**src/rtl/axil_pkg.sv**
```systemverilog
// Shared response codes and read-path state encoding for the AXI-lite register slave.
package axil_pkg;
  localparam logic [1:0] RESP_OKAY   = 2'b00;
  localparam logic [1:0] RESP_SLVERR = 2'b10;

  typedef enum logic {
    R_IDLE = 1'b0,
    R_DATA = 1'b1
  } rstate_e;
endpackage

```
**src/rtl/axil_regfile.sv**
```systemverilog
// NUM_REGS x DATA_WD register array: one byte-strobed write port, one combinational read port.
// Addresses at or above NUM_REGS read as zero, ignore writes and report in_range low.
module axil_regfile
  import axil_pkg::*;
#(
  parameter int ADDR_WD  = 8,
  parameter int DATA_WD  = 8,
  parameter int NUM_REGS = 16,
  parameter int STRB_WD  = DATA_WD / 8
) (
  input  logic               clk,
  input  logic               rstn,
  input  logic               we,
  input  logic [ADDR_WD-1:0] waddr,
  input  logic [DATA_WD-1:0] wdata,
  input  logic [STRB_WD-1:0] wstrb,
  output logic               w_in_range,
  input  logic [ADDR_WD-1:0] raddr,
  output logic [DATA_WD-1:0] rdata,
  output logic               r_in_range
);

  logic [DATA_WD-1:0] regs [NUM_REGS];

  // One extra bit so NUM_REGS == 2**ADDR_WD still compares correctly.
  assign w_in_range = ({1'b0, waddr} < (ADDR_WD+1)'(NUM_REGS));
  assign r_in_range = ({1'b0, raddr} < (ADDR_WD+1)'(NUM_REGS));

  // Byte-strobed write into the addressed register; out-of-range addresses match no entry.
  always_ff @(posedge clk or negedge rstn) begin
    if (!rstn) begin
      for (int i = 0; i < NUM_REGS; i++) regs[i] <= '0;
    end else if (we) begin
      for (int i = 0; i < NUM_REGS; i++) begin
        if (waddr == ADDR_WD'(i)) begin
          for (int b = 0; b < STRB_WD; b++) begin
            if (wstrb[b]) regs[i][b*8 +: 8] <= wdata[b*8 +: 8];
          end
        end
      end
    end
  end

  // Address decode by compare, so an out-of-range index never indexes past the array.
  always_comb begin
    rdata = '0;
    for (int i = 0; i < NUM_REGS; i++) begin
      if (raddr == ADDR_WD'(i)) rdata = regs[i];
    end
  end

endmodule

```
**src/rtl/axil_slave_regs.sv**
```systemverilog
// AXI-lite slave register bank. Write path holds AW and W independently and commits once
// both are held; read path is a two-state FSM. One write and one read outstanding at most.
module axil_slave_regs
  import axil_pkg::*;
#(
  parameter int ADDR_WD  = 8,
  parameter int DATA_WD  = 8,
  parameter int NUM_REGS = 16,
  localparam int STRB_WD = DATA_WD / 8
) (
  input  logic               clk,
  input  logic               rstn,
  input  logic [ADDR_WD-1:0] awaddr,
  input  logic               awvalid,
  output logic               awready,
  input  logic [DATA_WD-1:0] wdata,
  input  logic [STRB_WD-1:0] wstrb,
  input  logic               wvalid,
  output logic               wready,
  output logic [1:0]         bresp,
  output logic               bvalid,
  input  logic               bready,
  input  logic [ADDR_WD-1:0] araddr,
  input  logic               arvalid,
  output logic               arready,
  output logic [DATA_WD-1:0] rdata,
  output logic [1:0]         rresp,
  output logic               rvalid,
  input  logic               rready
);

  logic               en_q;
  logic               aw_held, w_held, commit;
  logic [ADDR_WD-1:0] awaddr_q;
  logic [DATA_WD-1:0] wdata_q;
  logic [STRB_WD-1:0] wstrb_q;
  logic               w_in_range, r_in_range;
  logic [DATA_WD-1:0] rf_rdata;
  logic               ar_fire;
  rstate_e            state_q, state_d;

  assign awready = en_q & ~aw_held & ~bvalid;
  assign wready  = en_q & ~w_held & ~bvalid;
  assign commit  = aw_held & w_held;

  axil_regfile #(
    .ADDR_WD (ADDR_WD),
    .DATA_WD (DATA_WD),
    .NUM_REGS(NUM_REGS),
    .STRB_WD (STRB_WD)
  ) u_regfile (
    .clk       (clk),
    .rstn      (rstn),
    .we        (commit),
    .waddr     (awaddr_q),
    .wdata     (wdata_q),
    .wstrb     (wstrb_q),
    .w_in_range(w_in_range),
    .raddr     (araddr),
    .rdata     (rf_rdata),
    .r_in_range(r_in_range)
  );

  // Readies come up one edge after reset release.
  always_ff @(posedge clk or negedge rstn) begin
    if (!rstn) en_q <= 1'b0;
    else       en_q <= 1'b1;
  end

  // Write path: hold AW/W separately, commit when both held, then hold B until accepted.
  always_ff @(posedge clk or negedge rstn) begin
    if (!rstn) begin
      aw_held  <= 1'b0;
      w_held   <= 1'b0;
      awaddr_q <= '0;
      wdata_q  <= '0;
      wstrb_q  <= '0;
      bvalid   <= 1'b0;
      bresp    <= RESP_OKAY;
    end else begin
      if (commit) begin
        aw_held <= 1'b0;
        w_held  <= 1'b0;
        bvalid  <= 1'b1;
        bresp   <= w_in_range ? RESP_OKAY : RESP_SLVERR;
      end else begin
        if (awvalid && awready) begin
          aw_held  <= 1'b1;
          awaddr_q <= awaddr;
        end
        if (wvalid && wready) begin
          w_held  <= 1'b1;
          wdata_q <= wdata;
          wstrb_q <= wstrb;
        end
        if (bvalid && bready) bvalid <= 1'b0;
      end
    end
  end

  // Read FSM next state and handshake outputs; arready is computed before use to avoid a loop.
  always_comb begin
    state_d = state_q;
    arready = en_q & (state_q == R_IDLE);
    rvalid  = (state_q == R_DATA);
    ar_fire = arvalid & arready;
    if (ar_fire)                              state_d = R_DATA;
    else if (state_q == R_DATA && rready)     state_d = R_IDLE;
  end

  // Read FSM state register and captured read data (sampled before a same-edge write lands).
  always_ff @(posedge clk or negedge rstn) begin
    if (!rstn) begin
      state_q <= R_IDLE;
      rdata   <= '0;
      rresp   <= RESP_OKAY;
    end else begin
      state_q <= state_d;
      if (ar_fire) begin
        rdata <= rf_rdata;
        rresp <= r_in_range ? RESP_OKAY : RESP_SLVERR;
      end
    end
  end

endmodule

```
**config.mk**
```make
export PLATFORM = sky130hd
export DESIGN_NAME = axil_slave_regs
export DESIGN_NICKNAME = d
export VERILOG_FILES = /design/src/rtl/axil_pkg.sv /design/src/rtl/axil_regfile.sv /design/src/rtl/axil_slave_regs.sv
export SDC_FILE = /design/constraint.sdc
export NUM_CORES = 1
export LEC_CHECK = 0
export BUFFER_PORTS_ARGS = -buffer_cell sky130_fd_sc_hd__buf_2
export CORE_MARGIN = 2
export CORE_UTILIZATION = 58
export DETAILED_ROUTE_END_ITERATION = 8
export PLACE_DENSITY = 0.77
export SYNTH_ARGS = -nofsm -noshare
export SYNTH_HDL_FRONTEND = slang
export SYNTH_SLANG_ARGS = --single-unit
```
**constraint.sdc**
```tcl
create_clock -name clk -period 2.1 [get_ports clk]
set_input_delay 0 -clock clk [delete_from_list [all_inputs] [get_ports clk]]
set_output_delay 0 -clock clk [all_outputs]
set_load 0.1 [all_outputs]
```
---- After elaboration in Yosys (flattened, before gate mapping) ----
Index checks and enable logic that the tools add are counted.
cells by class
  order comparisons ....................... 2
  reductions and logical operators ........ 28
  bitwise operators ....................... 12
  equality and inequality tests ........... 30
  mux-type cells .......................... 26
operators by type and width
  kind                count
  $eq 8x4->1 const B  16
  $mux 8              16
  $eq 8x3->1 const B  8
  $reduce_and 3->1    16
  $eq 8x2->1 const B  4
  $eq 8x1->1 const B  2
  $logic_not 8->1     2
  $lt 8x5->1 const B  2
  $mux 1              8
  $reduce_bool 2->1   4
  $and 1x1->1         7
  $not 1->1           5
  $logic_and 1x1->1   4
  $mux 2              2
  $reduce_and 2->1    2
word-level totals
  output and inout port bits .............. 17
  register bits after elaboration ......... 162
  word-level logic and storage cells ...... 125

---- Longest topological paths before layout ----
  depth after elaboration ................. 17
  depth in mapped cells ................... 8

---- Modules after synthesis ----
A second synthesis with hierarchy kept.
second synthesis, totals
  cells, all modules ...................... 526
  area total of the unflattened synthesis .. 7427.1 um^2
modules (own cells, without submodules)
  module           sequential area each (um^2)  times used  area an instance (um^2)  cells each
  axil_regfile     3203.1                       1           6183.4                   442
  axil_slave_regs  800.8                        1           1243.7                   84

---- Worst setup path after synthesis ----
No wires, ideal clock.
  path type ............................... reg-to-reg
  start point ............................. reg state_q (netlist: rvalid)
  end point ............................... reg rdata[0]
  arrival time ............................ 3.309 ns
  cell stages (with the launch flop) ...... 7
  data required time ...................... 2.017 ns
  library setup time ...................... 0.083 ns
  slack ................................... -1.292 ns
  cell sequence ........................... dfrtp_1 > nor2b_1 > nand2_1 > clkbuf_1 > a31oi_1 > o31ai_1 > o21ai_0
between the ends
  cells in the longest elaborated chain, start to end .. 3
RTL lines
  element                   RTL line                source
  start: declaration        axil_slave_regs.sv:40   rstate_e state_q, state_d;
  start signal: assignment  axil_slave_regs.sv:118  state_q <= state_d;
  $not 1->1                 axil_slave_regs.sv:104  arready = en_q & (state_q == R_IDLE);
  $and 1x1->1               axil_slave_regs.sv:104
  via arready               axil_slave_regs.sv:25   output logic arready,
  $and 1x1->1               axil_slave_regs.sv:106  ar_fire = arvalid & arready;
  end signal: assignment    axil_slave_regs.sv:120  rdata <= rf_rdata;
  end: declaration          axil_slave_regs.sv:26   output logic [DATA_WD-1:0] rdata,
The timed path passes the listed nets, and every way through them passes these cells.
A chain may end at the register's enable or synchronous reset.

---- Worst setup path in the final report ----
  start point ............................. reg awaddr_q[5]
  end point ............................... reg u_regfile.regs[16] (netlist bit)
between the ends
  cells in the longest elaborated chain, start to end .. 2
RTL lines
  element                            RTL line               source
  start: declaration                 axil_slave_regs.sv:34  logic [ADDR_WD-1:0] awaddr_q;
  start signal: assignment           axil_slave_regs.sv:89  awaddr_q <= awaddr;
  $eq 8x4->1                         axil_regfile.sv:35     if (waddr == ADDR_WD'(i)) begin
  $reduce_and 3->1 (no source line)  --
  end signal: indexed assignment     axil_regfile.sv:37     if (wstrb[b]) regs[i][b*8 +: 8] <= wdata[b*8 +: 8];
  end: declaration                   axil_regfile.sv:23     logic [DATA_WD-1:0] regs [NUM_REGS];
Every way passes these cells.

==> metrics.txt <==
Final Net Count 740; Post-Syn Area per Cell 12.42 µm²; H-tree depth 4; Hold Slack 0.08278 ns; number of global-route vias before repair 5815; final RePlAce weighted congestion 0.8866; Worst Skew 0.008481 ns; post-synth cell types 61; Max Fclk 0.4820 GHz; starting DRC count in detailed routing 552; Worst Max-Slew Pin Slew 0.7194 ns; # setup viols final 0; Die ar. 14390 µm²; routed length per instance 21.78 µm; largest net degree at the start of global routing 64; FF+latch area 4011 µm²; area delta synth->final 19.08%; DRC 0; max-slew violations 0; Final Critical Period 2.075 ns; Post-DRT Antenna Nets 0; vias per cell 6.263; Critical Path Fanout Max 8; Fill cells 889; met3 Use GR 0.06844; Post-Synth Adder-Cell Area 0; DR vias 5618; CTS Buf Count 17; Post-synth EDFFs 0; Pwr Total 9.168 mW; Arrival @ worst endpoint 2.38 ns; Final HPWL DP 12.90 mm; GRT overflow 0; synthesized flop and latch total 160; area of the core 13190 µm²; first-pass GRT wire length 31.76 mm; Synth async-reset ratio 1.000; cell area after synthesis 7799 µm²; multi-input logic area 3605 µm²; XOR/XNOR Fraction of Synth Area 0; Peak VDD IR 0.8897 mV; slew margin rel. 0.5204; Simple-Gate Fraction of Synth Area 0.09209; leading area contributor after synthesis dfrtp_1; antenna violations before repair 0; YS warnings 0; mux share of post-synthesis cell area 0.2601; PD cells 987.2 nW/µm²; Compound-Gate Fraction of Synth Area 0.1044; # diodes 0; clock root buffer clkbuf_16; Initial Util 0.5913; critical path class flop to flop; static leakage 4.423 nW; Tcrit/Tclk final 0.9880; grt met2 use 0.4755; share of the yosys chip area belonging to registers 0.5134; GRT met1 Usage 0.3834; class of the worst hold path input port to flop; Sink Count 160; TritonRoute pass-1 iters 5; max_cap viols 0; final hold violations 0; Boundary Pins 49; busiest grt layer met2; status complete, no violations; clock slew at reported path FFs 0.06 ns; critical path capture point type flop; Yosys top cell area share 0.5134; CTS max path bufs 2; Synth Instances 628; Area contributors post-synth dfrtp_1 (51%), mux2_2 (22%), mux2i_1 (3.3%); CP startpoint kind flop; die width 120.0 µm; Clk Latency, worst-skew pair 0.42 ns; main combinational cell family by area after synthesis multiplexers; TritonCTS clock tree done; Port Buffers 46; die height 120.0 µm; Total Wirelength 19.53 mm; Synth Flop Type dfrtp_1; setup TNS 0 ns; fraction of layout cells with a size suffix above 1 0.4175; Req. time, crit path 2.40 ns; row count 42; total track usage 0.2903
[layout by cell type (no fill, tap or decap), drive strengths merged, types with 12 or more instances in the layout]
master	n
nand3	12
clkbuf	22
buf	83
mux2i	26
dfrtp	160
nor2	22
o21ai	30
mux2	153
dlygate4sd3	20
a21oi	20
nand2	30
[state kept, by name, indices dropped and copies added (netlist names), 8 cells and up]
signal / flops
rdata: 8
u_regfile.regs: 128
awaddr_q: 8
wdata_q: 8
[logic make-up after synthesis]
group / count (synthesis)
compound gates: 120
mux: 181
buf+inv: 51
other cells: 2
simple gates: 114
flops: 160
[synthesized netlist by cell type, drive strengths merged (5+ instances only)]
cell type,count
o21ai,30
buf,21
nand2,30
o211ai,8
nand3,12
dfrtp,160
inv,8
a31oi,11
nor4,5
nor2b,11
a21oi,20
clkbuf,22
mux2,153
nor2,22
mux2i,26
nand4,7
[worst max-delay path, stage by stage, from the launching register on]
cell     delay (ns)
dfrtp_1        0.41
nor4_4         0.42
buf_4          0.18
nand3_2        0.17
nor3_2         0.18
buf_4          0.23
mux2_2         0.36
[layer usage]
layer / vias up / part of all wire
li1: 2484 / -
met1: 2881 / 0.42
met2: 212 / 0.50
met3: 41 / 0.058
met4: 0 / 0.025
met5: - / 0
[worst paths after layout]
path                             startpoint             endpoint  slack, ns  cells after the start
worst max-delay path            awaddr_q[5]   u_regfile.regs[16]       0.03                      6
worst min-delay path              araddr[3]             rdata[2]       0.08                      3
worst max register to register  awaddr_q[5]   u_regfile.regs[16]       0.03                      6
worst min register to register     rresp[1]             rresp[1]       0.49                      1
max in group asynchronous              rstn  u_regfile.regs[117]       1.10                      3
min in group asynchronous              rstn   u_regfile.regs[16]       0.13                      2
[metrics by stage]
stage / setup WS (ns) / utilization / std cells / cell area (µm²)
3_3_place_gp: 0.1268 / 0.6361 / 842 / 8391
4_1_cts: 0.02481 / 0.7017 / 894 / 9255
6_report: 0.02512 / 0.7040 / 897 / 9286
3_5_place_dp: 0.06501 / 0.6361 / 842 / 8391
2_1_floorplan: -0.02664 / - / 629 / 7858
5_1_grt: -0.03373 / 0.7040 / 897 / 9286
[power by group]
group / internal, mW / switching (mW)
clock: 2.23 / 1.21
combinational: 0.606 / 0.956
sequential: 3.43 / 0.734
total: 6.27 / 2.90
[layout make-up]
cell class                      count  area share
Tap cell                          176     0.02371
Inverter                            8    0.003234
Sequential cell                   160      0.4320
Clock buffer                       22     0.05214
Multi-Input combinational cell    418      0.3882
Timing Repair Buffer              103     0.08138
Clock inverter                     10     0.01940
[what timing repair did]
item | CTS | global route
hold buffers | 20 | 0
endpoints found under the hold margin | 77 | 0
setup endpoints to repair | 0 | 38
setup buffers | 0 | 3
gates resized for setup | 0 | 3
(Power assumes the default switching activity.)
